[src/rtl/ft_nmr_module_pkg.sv]
// Shared types and default constants for the N-modular-redundancy register-file guard.
package ft_pkg;

  localparam int DEF_ADDR_WIDTH = 5;
  localparam int DEF_DATA_WIDTH = 32;
  localparam int DEF_NUM_CORES  = 3;
  localparam int DEF_MAX_RETRY  = 3;
  // The vote result is sized for the largest supported redundancy (TMR).
  localparam int MAX_CORES      = 3;

  typedef enum logic [2:0] {
    ST_RUN,
    ST_HALT,
    ST_SHIFT,
    ST_RESUME,
    ST_FATAL
  } state_t;

  typedef struct packed {
    logic                 agree;
    logic                 majority_valid;
    logic [MAX_CORES-1:0] dissenter_onehot;
  } vote_t;

endpackage

[src/rtl/ft_nmr_module_if.sv]
// Bundle of per-core write ports, PC and recovery controls between the cores and the guard.
interface ft_nmr_module_if #(
  parameter int NUM_CORES  = 3,
  parameter int ADDR_WIDTH = 5,
  parameter int DATA_WIDTH = 32
);

  logic [NUM_CORES-1:0]                 we_i;
  logic [NUM_CORES-1:0][ADDR_WIDTH-1:0] addr_i;
  logic [NUM_CORES-1:0][DATA_WIDTH-1:0] data_i;
  logic [DATA_WIDTH-1:0]                spc_i;
  logic [DATA_WIDTH-1:0]                spc_o;
  logic                                 we_o;
  logic [ADDR_WIDTH-1:0]                addr_o;
  logic [DATA_WIDTH-1:0]                data_o;
  logic                                 halt_o;
  logic                                 shift_o;
  logic                                 resume_o;
  logic [NUM_CORES-1:0]                 fault_core_o;
  logic                                 fatal_o;
  logic [7:0]                           err_cnt_o;

  // Core side: issues writes and PC, obeys recovery controls.
  modport master (
    output we_i, addr_i, data_i, spc_i,
    input  spc_o, we_o, addr_o, data_o, halt_o, shift_o, resume_o,
    input  fault_core_o, fatal_o, err_cnt_o
  );

  // Guard side.
  modport slave (
    input  we_i, addr_i, data_i, spc_i,
    output spc_o, we_o, addr_o, data_o, halt_o, shift_o, resume_o,
    output fault_core_o, fatal_o, err_cnt_o
  );

endinterface

[src/rtl/ft_nmr_module_voter.sv]
// Combinational voter: compares per-core {we, addr, data} tuples (addr/data are
// don't-care when we=0) and picks the majority tuple plus the lone dissenter.
module ft_voter
  import ft_pkg::*;
#(
  parameter int NUM_CORES  = DEF_NUM_CORES,
  parameter int ADDR_WIDTH = DEF_ADDR_WIDTH,
  parameter int DATA_WIDTH = DEF_DATA_WIDTH
) (
  input  logic [NUM_CORES-1:0]                 we,
  input  logic [NUM_CORES-1:0][ADDR_WIDTH-1:0] addr,
  input  logic [NUM_CORES-1:0][DATA_WIDTH-1:0] data,
  output vote_t                                vote,
  output logic                                 maj_we,
  output logic [ADDR_WIDTH-1:0]                maj_addr,
  output logic [DATA_WIDTH-1:0]                maj_data
);

  logic eq01;
  assign eq01 = (we[0] == we[1]) && (!we[0] || (addr[0] == addr[1] && data[0] == data[1]));

  if (NUM_CORES == 2) begin : g_dmr
    // Two cores can only agree or disagree; there is never a majority to correct with.
    always_comb begin
      vote                = '0;
      vote.agree          = eq01;
      vote.majority_valid = eq01;
      maj_we              = we[0];
      maj_addr            = addr[0];
      maj_data            = data[0];
    end
  end else begin : g_tmr
    logic eq02, eq12;
    assign eq02 = (we[0] == we[2]) && (!we[0] || (addr[0] == addr[2] && data[0] == data[2]));
    assign eq12 = (we[1] == we[2]) && (!we[1] || (addr[1] == addr[2] && data[1] == data[2]));

    // Tuple equality is transitive, so at most one pair can match when not all agree.
    always_comb begin
      vote     = '0;
      maj_we   = we[0];
      maj_addr = addr[0];
      maj_data = data[0];
      if (eq01 && eq02) begin
        vote.agree          = 1'b1;
        vote.majority_valid = 1'b1;
      end else if (eq01) begin
        vote.majority_valid   = 1'b1;
        vote.dissenter_onehot = 3'b100;
      end else if (eq02) begin
        vote.majority_valid   = 1'b1;
        vote.dissenter_onehot = 3'b010;
      end else if (eq12) begin
        vote.majority_valid   = 1'b1;
        vote.dissenter_onehot = 3'b001;
        maj_we                = we[1];
        maj_addr              = addr[1];
        maj_data              = data[1];
      end
    end
  end

endmodule

[src/rtl/ft_nmr_module.sv]
// Redundant-core register-file guard: votes each cycle's writes, keeps a shadow
// copy of the register file and checkpoint PC, and on disagreement halts the
// cores, streams the shadow file back to them and resumes from the checkpoint.
module ft_nmr_module
  import ft_pkg::*;
#(
  parameter int ADDR_WIDTH = DEF_ADDR_WIDTH,
  parameter int DATA_WIDTH = DEF_DATA_WIDTH,
  parameter int NUM_CORES  = DEF_NUM_CORES,
  parameter int MAX_RETRY  = DEF_MAX_RETRY
) (
  input  logic          clk_i,
  input  logic          rst_i,
  ft_nmr_module_if.slave bus
);

  localparam int DEPTH = 2 ** ADDR_WIDTH;
  localparam logic [7:0] RETRY_LAST = 8'(MAX_RETRY - 1);

  state_t                  state_reg, state_next;
  logic [DATA_WIDTH-1:0]   shadow_reg [DEPTH];
  logic [DATA_WIDTH-1:0]   ckpt_reg;
  logic [7:0]              retry_reg;
  logic [7:0]              err_cnt_reg;
  logic [NUM_CORES-1:0]    fault_reg;
  logic [ADDR_WIDTH-1:0]   shift_idx_reg;
  logic                    we_o_reg, we_o_next;
  logic [ADDR_WIDTH-1:0]   addr_o_reg, addr_o_next;
  logic [DATA_WIDTH-1:0]   data_o_reg, data_o_next;

  vote_t                   vote;
  logic                    maj_we;
  logic [ADDR_WIDTH-1:0]   maj_addr;
  logic [DATA_WIDTH-1:0]   maj_data;

  ft_voter #(
    .NUM_CORES (NUM_CORES),
    .ADDR_WIDTH(ADDR_WIDTH),
    .DATA_WIDTH(DATA_WIDTH)
  ) u_voter (
    .we      (bus.we_i),
    .addr    (bus.addr_i),
    .data    (bus.data_i),
    .vote    (vote),
    .maj_we  (maj_we),
    .maj_addr(maj_addr),
    .maj_data(maj_data)
  );

  logic                  run_st;
  logic                  commit_we;
  logic                  correct_ev;
  logic                  retry_exhausted;
  logic [ADDR_WIDTH-1:0] idx_inc;

  assign run_st          = (state_reg == ST_RUN);
  assign commit_we       = run_st && vote.majority_valid && maj_we;
  assign correct_ev      = run_st && (|vote.dissenter_onehot);
  assign retry_exhausted = (retry_reg >= RETRY_LAST);
  assign idx_inc         = shift_idx_reg + ADDR_WIDTH'(1);

  // Recovery sequencing: one HALT cycle, DEPTH restore cycles, one RESUME cycle.
  always_comb begin
    state_next = state_reg;
    case (state_reg)
      ST_RUN: begin
        if (!vote.agree) begin
          if (vote.majority_valid || !retry_exhausted) state_next = ST_HALT;
          else                                         state_next = ST_FATAL;
        end
      end
      ST_HALT:   state_next = ST_SHIFT;
      ST_SHIFT:  if (&shift_idx_reg) state_next = ST_RESUME;
      ST_RESUME: state_next = ST_RUN;
      ST_FATAL:  state_next = ST_FATAL;
      default:   state_next = ST_RUN;
    endcase
  end

  // Write-port source: voted commits in RUN, then the restore stream which is
  // prefetched one cycle ahead so entry k is on the port during SHIFT cycle k.
  always_comb begin
    we_o_next   = 1'b0;
    addr_o_next = '0;
    data_o_next = '0;
    case (state_reg)
      ST_RUN: begin
        if (vote.majority_valid && maj_we) begin
          we_o_next   = 1'b1;
          addr_o_next = maj_addr;
          data_o_next = maj_data;
        end
      end
      ST_HALT: begin
        we_o_next   = 1'b1;
        data_o_next = shadow_reg[0];
      end
      ST_SHIFT: begin
        if (!(&shift_idx_reg)) begin
          we_o_next   = 1'b1;
          addr_o_next = idx_inc;
          data_o_next = shadow_reg[idx_inc];
        end
      end
      default: ;
    endcase
  end

  // State, restore index and registered write port.
  always_ff @(posedge clk_i or posedge rst_i) begin
    if (rst_i) begin
      state_reg     <= ST_RUN;
      shift_idx_reg <= '0;
      we_o_reg      <= 1'b0;
      addr_o_reg    <= '0;
      data_o_reg    <= '0;
    end else begin
      state_reg  <= state_next;
      we_o_reg   <= we_o_next;
      addr_o_reg <= addr_o_next;
      data_o_reg <= data_o_next;
      if (state_reg == ST_SHIFT) shift_idx_reg <= idx_inc;
    end
  end

  // Shadow register file follows every voted write.
  always_ff @(posedge clk_i or posedge rst_i) begin
    if (rst_i) begin
      for (int i = 0; i < DEPTH; i++) shadow_reg[i] <= '0;
    end else if (commit_we) begin
      shadow_reg[maj_addr] <= maj_data;
    end
  end

  // Checkpoint PC, retry budget, fault attribution and recovery counter.
  always_ff @(posedge clk_i or posedge rst_i) begin
    if (rst_i) begin
      ckpt_reg    <= '0;
      retry_reg   <= '0;
      err_cnt_reg <= '0;
      fault_reg   <= '0;
    end else if (run_st) begin
      // A corrected cycle is not a clean point to restart from, so only full agreement moves it.
      if (vote.agree) ckpt_reg <= bus.spc_i;
      if (vote.majority_valid && maj_we) retry_reg <= '0;
      else if (!vote.majority_valid)     retry_reg <= retry_reg + 8'd1;
      if (correct_ev) fault_reg <= vote.dissenter_onehot[NUM_CORES-1:0];
      if (state_next == ST_HALT && err_cnt_reg != 8'hFF) err_cnt_reg <= err_cnt_reg + 8'd1;
    end
  end

  assign bus.spc_o        = ckpt_reg;
  assign bus.we_o         = we_o_reg;
  assign bus.addr_o       = addr_o_reg;
  assign bus.data_o       = data_o_reg;
  assign bus.halt_o       = (state_reg == ST_HALT) || (state_reg == ST_SHIFT) || (state_reg == ST_FATAL);
  assign bus.shift_o      = (state_reg == ST_SHIFT);
  assign bus.resume_o     = (state_reg == ST_RESUME);
  assign bus.fatal_o      = (state_reg == ST_FATAL);
  assign bus.fault_core_o = fault_reg;
  assign bus.err_cnt_o    = err_cnt_reg;

endmodule

[src/flat_wrapper.sv]
// flat-port wrapper written by rule: the top's interface ports become plain ports
module ft_nmr_module_flat import ft_pkg::*;
#(
  parameter int ADDR_WIDTH = DEF_ADDR_WIDTH,
  parameter int DATA_WIDTH = DEF_DATA_WIDTH,
  parameter int NUM_CORES  = DEF_NUM_CORES,
  parameter int MAX_RETRY  = DEF_MAX_RETRY
)
  (clk_i, rst_i, bus_we_i, bus_addr_i, bus_data_i, bus_spc_i, bus_spc_o, bus_we_o, bus_addr_o, bus_data_o, bus_halt_o, bus_shift_o, bus_resume_o, bus_fault_core_o, bus_fatal_o, bus_err_cnt_o);
  ft_nmr_module_if #(.NUM_CORES(NUM_CORES), .ADDR_WIDTH(ADDR_WIDTH), .DATA_WIDTH(DATA_WIDTH)) bus_i ();
  input  logic clk_i;
  input  logic rst_i;
  input wire logic [$bits(bus_i.we_i)-1:0] bus_we_i;
  input wire logic [$bits(bus_i.addr_i)-1:0] bus_addr_i;
  input wire logic [$bits(bus_i.data_i)-1:0] bus_data_i;
  input wire logic [$bits(bus_i.spc_i)-1:0] bus_spc_i;
  output wire logic [$bits(bus_i.spc_o)-1:0] bus_spc_o;
  output wire logic [$bits(bus_i.we_o)-1:0] bus_we_o;
  output wire logic [$bits(bus_i.addr_o)-1:0] bus_addr_o;
  output wire logic [$bits(bus_i.data_o)-1:0] bus_data_o;
  output wire logic [$bits(bus_i.halt_o)-1:0] bus_halt_o;
  output wire logic [$bits(bus_i.shift_o)-1:0] bus_shift_o;
  output wire logic [$bits(bus_i.resume_o)-1:0] bus_resume_o;
  output wire logic [$bits(bus_i.fault_core_o)-1:0] bus_fault_core_o;
  output wire logic [$bits(bus_i.fatal_o)-1:0] bus_fatal_o;
  output wire logic [$bits(bus_i.err_cnt_o)-1:0] bus_err_cnt_o;
  assign bus_i.we_i = bus_we_i;
  assign bus_i.addr_i = bus_addr_i;
  assign bus_i.data_i = bus_data_i;
  assign bus_i.spc_i = bus_spc_i;
  assign bus_spc_o = bus_i.spc_o;
  assign bus_we_o = bus_i.we_o;
  assign bus_addr_o = bus_i.addr_o;
  assign bus_data_o = bus_i.data_o;
  assign bus_halt_o = bus_i.halt_o;
  assign bus_shift_o = bus_i.shift_o;
  assign bus_resume_o = bus_i.resume_o;
  assign bus_fault_core_o = bus_i.fault_core_o;
  assign bus_fatal_o = bus_i.fatal_o;
  assign bus_err_cnt_o = bus_i.err_cnt_o;
  ft_nmr_module #(.ADDR_WIDTH(ADDR_WIDTH), .DATA_WIDTH(DATA_WIDTH), .NUM_CORES(NUM_CORES), .MAX_RETRY(MAX_RETRY)) u_core (.clk_i(clk_i), .rst_i(rst_i), .bus(bus_i));
endmodule
[config.mk]
export PLATFORM = sky130hd
export DESIGN_NAME = ft_nmr_module_flat
export DESIGN_NICKNAME = d
export VERILOG_FILES = /design/src/rtl/ft_nmr_module_pkg.sv /design/src/rtl/ft_nmr_module_if.sv /design/src/rtl/ft_nmr_module_voter.sv /design/src/rtl/ft_nmr_module.sv /design/src/flat_wrapper.sv
export SDC_FILE = /design/constraint.sdc
export NUM_CORES = 2
export LEC_CHECK = 0
export CAP_MARGIN = 20
export CORE_ASPECT_RATIO = 0.7
export CORE_MARGIN = 10
export CORE_UTILIZATION = 38
export CTS_CLUSTER_SIZE = 12
export DETAILED_ROUTE_END_ITERATION = 6
export HOLD_SLACK_MARGIN = 0.08
export REMOVE_ABC_BUFFERS = 1
export SLEW_MARGIN = 0
export SYNTH_ARGS = -nofsm -noshare
export SYNTH_HDL_FRONTEND = slang
export SYNTH_SLANG_ARGS = --single-unit
[constraint.sdc]
create_clock -name clk_i -period 55.2 [get_ports clk_i]
set_clock_uncertainty 0.05 [all_clocks]
set_input_delay 11.04 -clock clk_i [delete_from_list [all_inputs] [get_ports clk_i]]
set_output_delay 11.04 -clock clk_i [all_outputs]
set_load 0.02 [all_outputs]
# After elaboration in Yosys (flattened, before gate mapping)

Cells that the tools add are included.

Flip-flop bits (word level): 1121
Word-level logic and storage cells: 134
Bits of input ports: 148
Output and inout bits: 85

Equal/unequal tests: 16
$lt $le $gt $ge: 4
Bitwise logic cells: 2
Muxes and demuxes: 39
Add/subtract/negate cells: 3
Reduce and logical (&&, ||, !) cells: 29

Operators by type and width:

| operator                                                              | number |
|---|---|
| 1024-bit bitwise mux                                                  | 1 |
| 32-bit two-way mux                                                    | 9 |
| 32-bit binary-select mux with 5-bit select                            | 1 |
| 32-bit demux with 5-bit select                                        | 1 |
| 32-bit equality test                                                  | 3 |
| 32-bit case mux with 3 select lines                                   | 1 |
| 5-bit two-way mux                                                     | 6 |
| 8-bit by 1-bit adder with 8-bit output, second input constant         | 2 |
| 8-bit two-way mux                                                     | 2 |
| 5-bit equality test                                                   | 3 |
| 1-bit logical AND                                                     | 13 |
| 6-bit >= comparator, second input constant                            | 2 |
| 3-bit two-way mux                                                     | 4 |
| 4-bit two-way mux                                                     | 3 |
| 5-bit NOT with 6-bit output                                           | 2 |
| 3-bit case mux with 4 select lines                                    | 1 |
| 5-bit case mux with 2 select lines                                    | 1 |
| 8-bit by 2-bit >= comparator with 1-bit output, second input constant | 1 |
| 1-bit two-way mux                                                     | 8 |
| 8-bit inequality test, second input constant                          | 1 |
| 2-bit AND reduction                                                   | 4 |
| 3-bit by 1-bit equality test with 1-bit output, second input constant | 2 |
| 3-bit by 2-bit equality test with 1-bit output, second input constant | 2 |
| 1-bit logical OR                                                      | 6 |
| 10 further kinds                                                      | 14 |

# Logic depth before layout (Yosys ltp)

Depth in word-level cells: 15
Mapped depth: 14
Gate-level depth less buffers: 8

# By module

From an unflattened synthesis, not the netlist that was laid out.

Cells, all modules: 3697
Area, all modules: 52203.8 um2

Modules (own cells, without submodules):

| module        | times used | sequential area each (um2) | cells each | area each (um2) |
|---|---|---|---|---|
| ft_nmr_module | 1          | 28051.9                    | 3452       | 50171.9 |
| ft_voter      | 1          | 0.0                        | 245        | 2031.9 |

# Worst setup path after synthesis

OpenSTA, ideal clock, no wires.

Kind: input-to-reg
Start: input bus_addr_i[5]
End: register u_core.shadow_reg[387] (netlist bit)
Path buffers: 4
Data required time: 55.025 ns
Library setup time: 0.125 ns
Arrival: 13.508 ns
Stages: 12
Setup slack: 41.517 ns
Cell sequence: buf_2 -> xor2_1 -> nor4_1 -> nand4_1 -> nor3_2 -> a21oi_2 -> buf_6 -> buf_6 -> or4_4 -> a21oi_4 -> buf_6 -> mux2_2

Longest elaborated chain between the ends: 14
Elaborated cells on any way between the ends: 34
Those cells by class: 2 x order compare; 2 x eq/ne; 19 x mux; 1 x bitwise; 10 x reduce/logical

RTL lines:

| item                                                                                                              | line                      | text |
|---|---|---|
| from (decl)                                                                                                       | flat_wrapper.sv:14        | `input wire logic [$bits(bus_i.addr_i)-1:0] bus_addr_i;` |
| 5-bit equality test                                                                                               | ft_nmr_module_voter.sv:35 | `assign eq12 = (we[1] == we[2]) && (!we[1] \|\| (addr[1] == addr[2] && data[1] == data[2]));` |
| 1-bit logical AND                                                                                                 | ft_nmr_module_voter.sv:35 |  |
| 1-bit logical OR                                                                                                  | ft_nmr_module_voter.sv:35 |  |
| 1-bit logical AND                                                                                                 | ft_nmr_module_voter.sv:35 |  |
| 5-bit two-way mux                                                                                                 | ft_nmr_module_voter.sv:52 | `end else if (eq12) begin` |
| 5-bit two-way mux                                                                                                 | ft_nmr_module_voter.sv:49 | `end else if (eq02) begin` |
| 5-bit two-way mux                                                                                                 | ft_nmr_module_voter.sv:46 | `end else if (eq01) begin` |
| 5-bit two-way mux                                                                                                 | ft_nmr_module_voter.sv:43 | `if (eq01 && eq02) begin` |
| 5-bit NOT with 6-bit output (implied by the code)                                                                 | ft_nmr_module.sv:131      | `shadow_reg[maj_addr] <= maj_data;` |
| 6-bit >= comparator (implied by the code) / 6-bit by 1-bit < comparator with 1-bit output (equally long branches) | ft_nmr_module.sv:131      |  |
| 1-bit logical AND (implied by the code)                                                                           | ft_nmr_module.sv:131      |  |
| 32-bit two-way mux (implied by the code)                                                                          | ft_nmr_module.sv:131      |  |
| 32-bit demux with 5-bit select                                                                                    | ft_nmr_module.sv:131      |  |
| 1024-bit bitwise mux                                                                                              | ft_nmr_module.sv:131      |  |
| to (signal, indexed assignment)                                                                                   | ft_nmr_module.sv:131      |  |
| to (decl)                                                                                                         | ft_nmr_module.sv:21       | `logic [DATA_WIDTH-1:0] shadow_reg [DEPTH];` |

Several ways; a longest one is shown, not always the timed one.
A chain may end at the register's enable or synchronous reset.

# Worst setup path in the final report

Start: input bus_addr_i[8]
End: register u_core.shadow_reg[514] (netlist bit)

Same word-level chain as after synthesis.

==> summary.md <==
| Metric | Value |
|---|---|
| Die Height | 337 um |
| Initial antenna violation count | 16 |
| Worst-skew pair later-pin latency | 750 ps |
| Core area | 0.143 mm2 |
| Dpl hpwl | 104 mm |
| Async set-reset flop share out of synthesis | 1.00 |
| H-tree depth | 3 |
| Netlist cell types | 55 |
| Synth top area cells | dfrtp_1, mux2_2, mux4_2 |
| Syn Inst Count | 3,514 |
| CTS root buf | clkbuf_16 |
| Initial core utilization | 0.382 |
| CTS tree | done |
| Fin. Hold Viols | 0 |
| Top cells by count, synth | dfrtp_1, mux2_2, mux4_2, clkbuf_1, mux2_4 |
| IO buf count | 232 |
| Relative slew slack | 0.221 |
| DR pass1 iterations | 5 |
| Result of the run | completed |
| # hold bufs at CTS | 0 |
| Flops & latches, synth | 1,121 |
| Post-Layout Cell Count | 5,560 |
| Post-CTS Setup Bufs | 0 |
| CTS Buf Count | 111 |
| Clock tree sinks | 1,121 |
| # setup viols final | 0 |
| DRC violation count after routing | 0 |
| Layout Utilization | 0.431 |
| Pleak | 28.1 nW |
| Setup CP Type | primary input to flip-flop |
| Critical path cell sequence | clkdlybuf4s50_1 > xor2_1 > nor4_1 > nand4_1 > nor3_2 > a21oi_4 > buf_4 > or4_1 > a21oi_4 > buf_4 > mux2_2 |
| Via count | 32.0k |
| Area leader, netlist | dfrtp_1 |
| Clk pin slew, worst setup/hold paths | 60 ps |
| Die area | 0.160 mm2 |
| Synth Cell Area | 0.0547 mm2 |
| Routability congestion estimate | 0.911 |
| Fraction of layout cells with a size suffix above 1 | 0.459 |
| Vias per Instance | 5.76 |
| CTS max path bufs | 3 |
| Share of the synthesized area in the top cell type | 0.513 |
| FMAX | 64.1 MHz |
| CP arrival | 16,160 ps |
| First-pass GRT wire length | 246 mm |
| P&R area growth vs syn | 12.8% |
| Post_cts resized | 0 |
| Wirelength, routed | 171 mm |
| EDFF count, synth | 0 |
| Most used DFF post-synth | dfrtp_1 |
| Nets@finish | 3,756 |
| Sequential element share of the synthesized area | 0.513 |
| Peak fanout along the critical path | 67 |
| GR Util All Layers | 0.211 |
| IO Count | 233 |
| Vias in the first global route | 32.5k |
| Total gr overflow | 0 |
| Unrepaired setup endpoints after global routing | false |
| Die Wd | 473 um |
| Final worst path period share | 0.283 |
| Largest register FFs | 1,024 |
| Startpoint Class | primary input |
| CP max stage delay | 910 ps |
| Post-route cell area | 0.0617 mm2 |
| Placed instance count | 5,375 |
| Setup slack, reg-to-reg | 49,610 ps |
| Iteration-0 DRC Markers | 2,797 |
| Peak supply drop | 81.0 uV |
| ANT nets after route | 0 |
| Time the worst path needs with I/O delays and setup | 15,610 ps |
| Row cnt | 116 |
| Worst Max-Slew Pin Slew | 1170 ps |
| Synth warn | 0 |
| Req. time, crit path | 55,750 ps |
| Critical path's slowest cell | clkdlybuf4s50_1 |
| Mapped Avg Cell Area | 15.6 um2 |
| PD cells | 35.4 mW/mm2 |
| Fill count | 12.8k |
| Hold Path Class | flip-flop to flip-flop |
| Max-slew violation count | 0 |
| DP Area | 0.0582 mm2 |
| Most numerous cell in the Yosys netlist | dfrtp_1 |
| Max-Cap Viols | 0 |
| Largest net degree at the start of global routing | 172 |
| Setup TNS | 0 ps |
| Routed len/inst | 30.7 um |
| Crit path capture type | flip-flop |
==> critical path, delay by kind of cell <==
family / cells / cell delay (ps)
xor gates and xnor gates: 1 / 300
and+or+nand+nor: 4 / 1590
buffers and inverters: 3 / 1900
muxes: 1 / 410
AOI/OAI and AO/OA: 2 / 720
==> cell type report <==
| type | count | area (um2) | share of cell area |
|---|---|---|---|
| sequential | 1121 | 28100 | 0.455 |
| multi-input combinational | 2059 | 24800 | 0.402 |
| clock buffer | 154 | 3090 | 0.0501 |
| timing repair buffer | 302 | 3010 | 0.0488 |
| tap | 1888 | 2360 | 0.0383 |
| clock inverter | 19 | 282 | 0.00456 |
| inverter | 8 | 37.5 | 0.000608 |
| antenna | 9 | 22.5 | 0.000365 |
==> cells by family after synthesis <==
kind of cell / Yosys count / synth area share
AOI/OAI and AO/OA: 168 / 0.0215
xor gates and xnor gates: 123 / 0.0198
adders and majority gates: 5 / 0.00114
buffers and inverters: 334 / 0.0361
DFF: 1121 / 0.513
muxes: 1476 / 0.378
and+or+nand+nor: 287 / 0.0305
==> through the flow <==
| stage | total power [mW] | hold WS, ps | setup WS (ps) |
|---|---|---|---|
| detailed placement | 1.47 | 422 | 38720 |
| floorplan | 1.32 | 402 | 12540 |
| finish | 2.18 | 435 | 39590 |
| global route | 2.27 | 450 | 39610 |
| global placement | 1.47 | 414 | 38640 |
| CTS | 2.21 | 435 | 39500 |
==> power breakdown <==
part,switching (mW),total (mW),leakage [nW],internal [mW]
clock network,0.328,0.738,1.64,0.410
logic,0.350,0.577,10.8,0.227
registers,0.0254,0.868,15.6,0.842
==> layout by cell type (no fill, tap or decap), types with 4 or more instances in the layout <==
cell,count
clkbuf_16,112
mux4_2,320
and2_1,8
bufinv_16,5
dfrtp_1,1120
mux2_4,135
nand2b_1,14
clkinv_2,6
xnor2_1,46
nor2b_1,4
inv_1,7
nor3_1,13
o22ai_1,6
o211ai_1,5
nand3b_1,6
or4_4,20
a21o_1,4
a21oi_4,33
buf_12,10
mux2_1,15
clkbuf_1,29
buf_4,58
clkbuf_8,13
nand3_1,9
nand2_1,21
nor4_1,35
clkdlybuf4s50_1,232
a21oi_1,36
o21ai_0,73
nand4_1,29
diode_2,9
mux2_2,939
mux2i_1,67
xor2_1,74
nor2_1,82
or4_1,15
and3_1,9
==> path summary, 6_finish.rpt <==
kind / startpoint / to / cells after the start
max: bus_addr_i[8] / u_core.shadow_reg[514] / 11
min: u_core.shadow_reg[185] / u_core.shadow_reg[185] / 1
max reg2reg: u_core.shift_idx_reg[0] / u_core.bus.data_o[29] / 9
min reg2reg: u_core.shadow_reg[185] / u_core.shadow_reg[185] / 1
max in group asynchronous: rst_i / u_core.shadow_reg[443] / 7
min in group asynchronous: rst_i / u_core.bus.data_o[30] / 2
==> metal layers <==
layer  GRT usage  share of wire  up-vias
met5           0              0        -
met4      0.0872          0.043        0
met3      0.0319          0.051      294
met2       0.325           0.46      968
met1       0.297           0.44    17500
li1            -              -    13300
(Power assumes the default switching activity.)
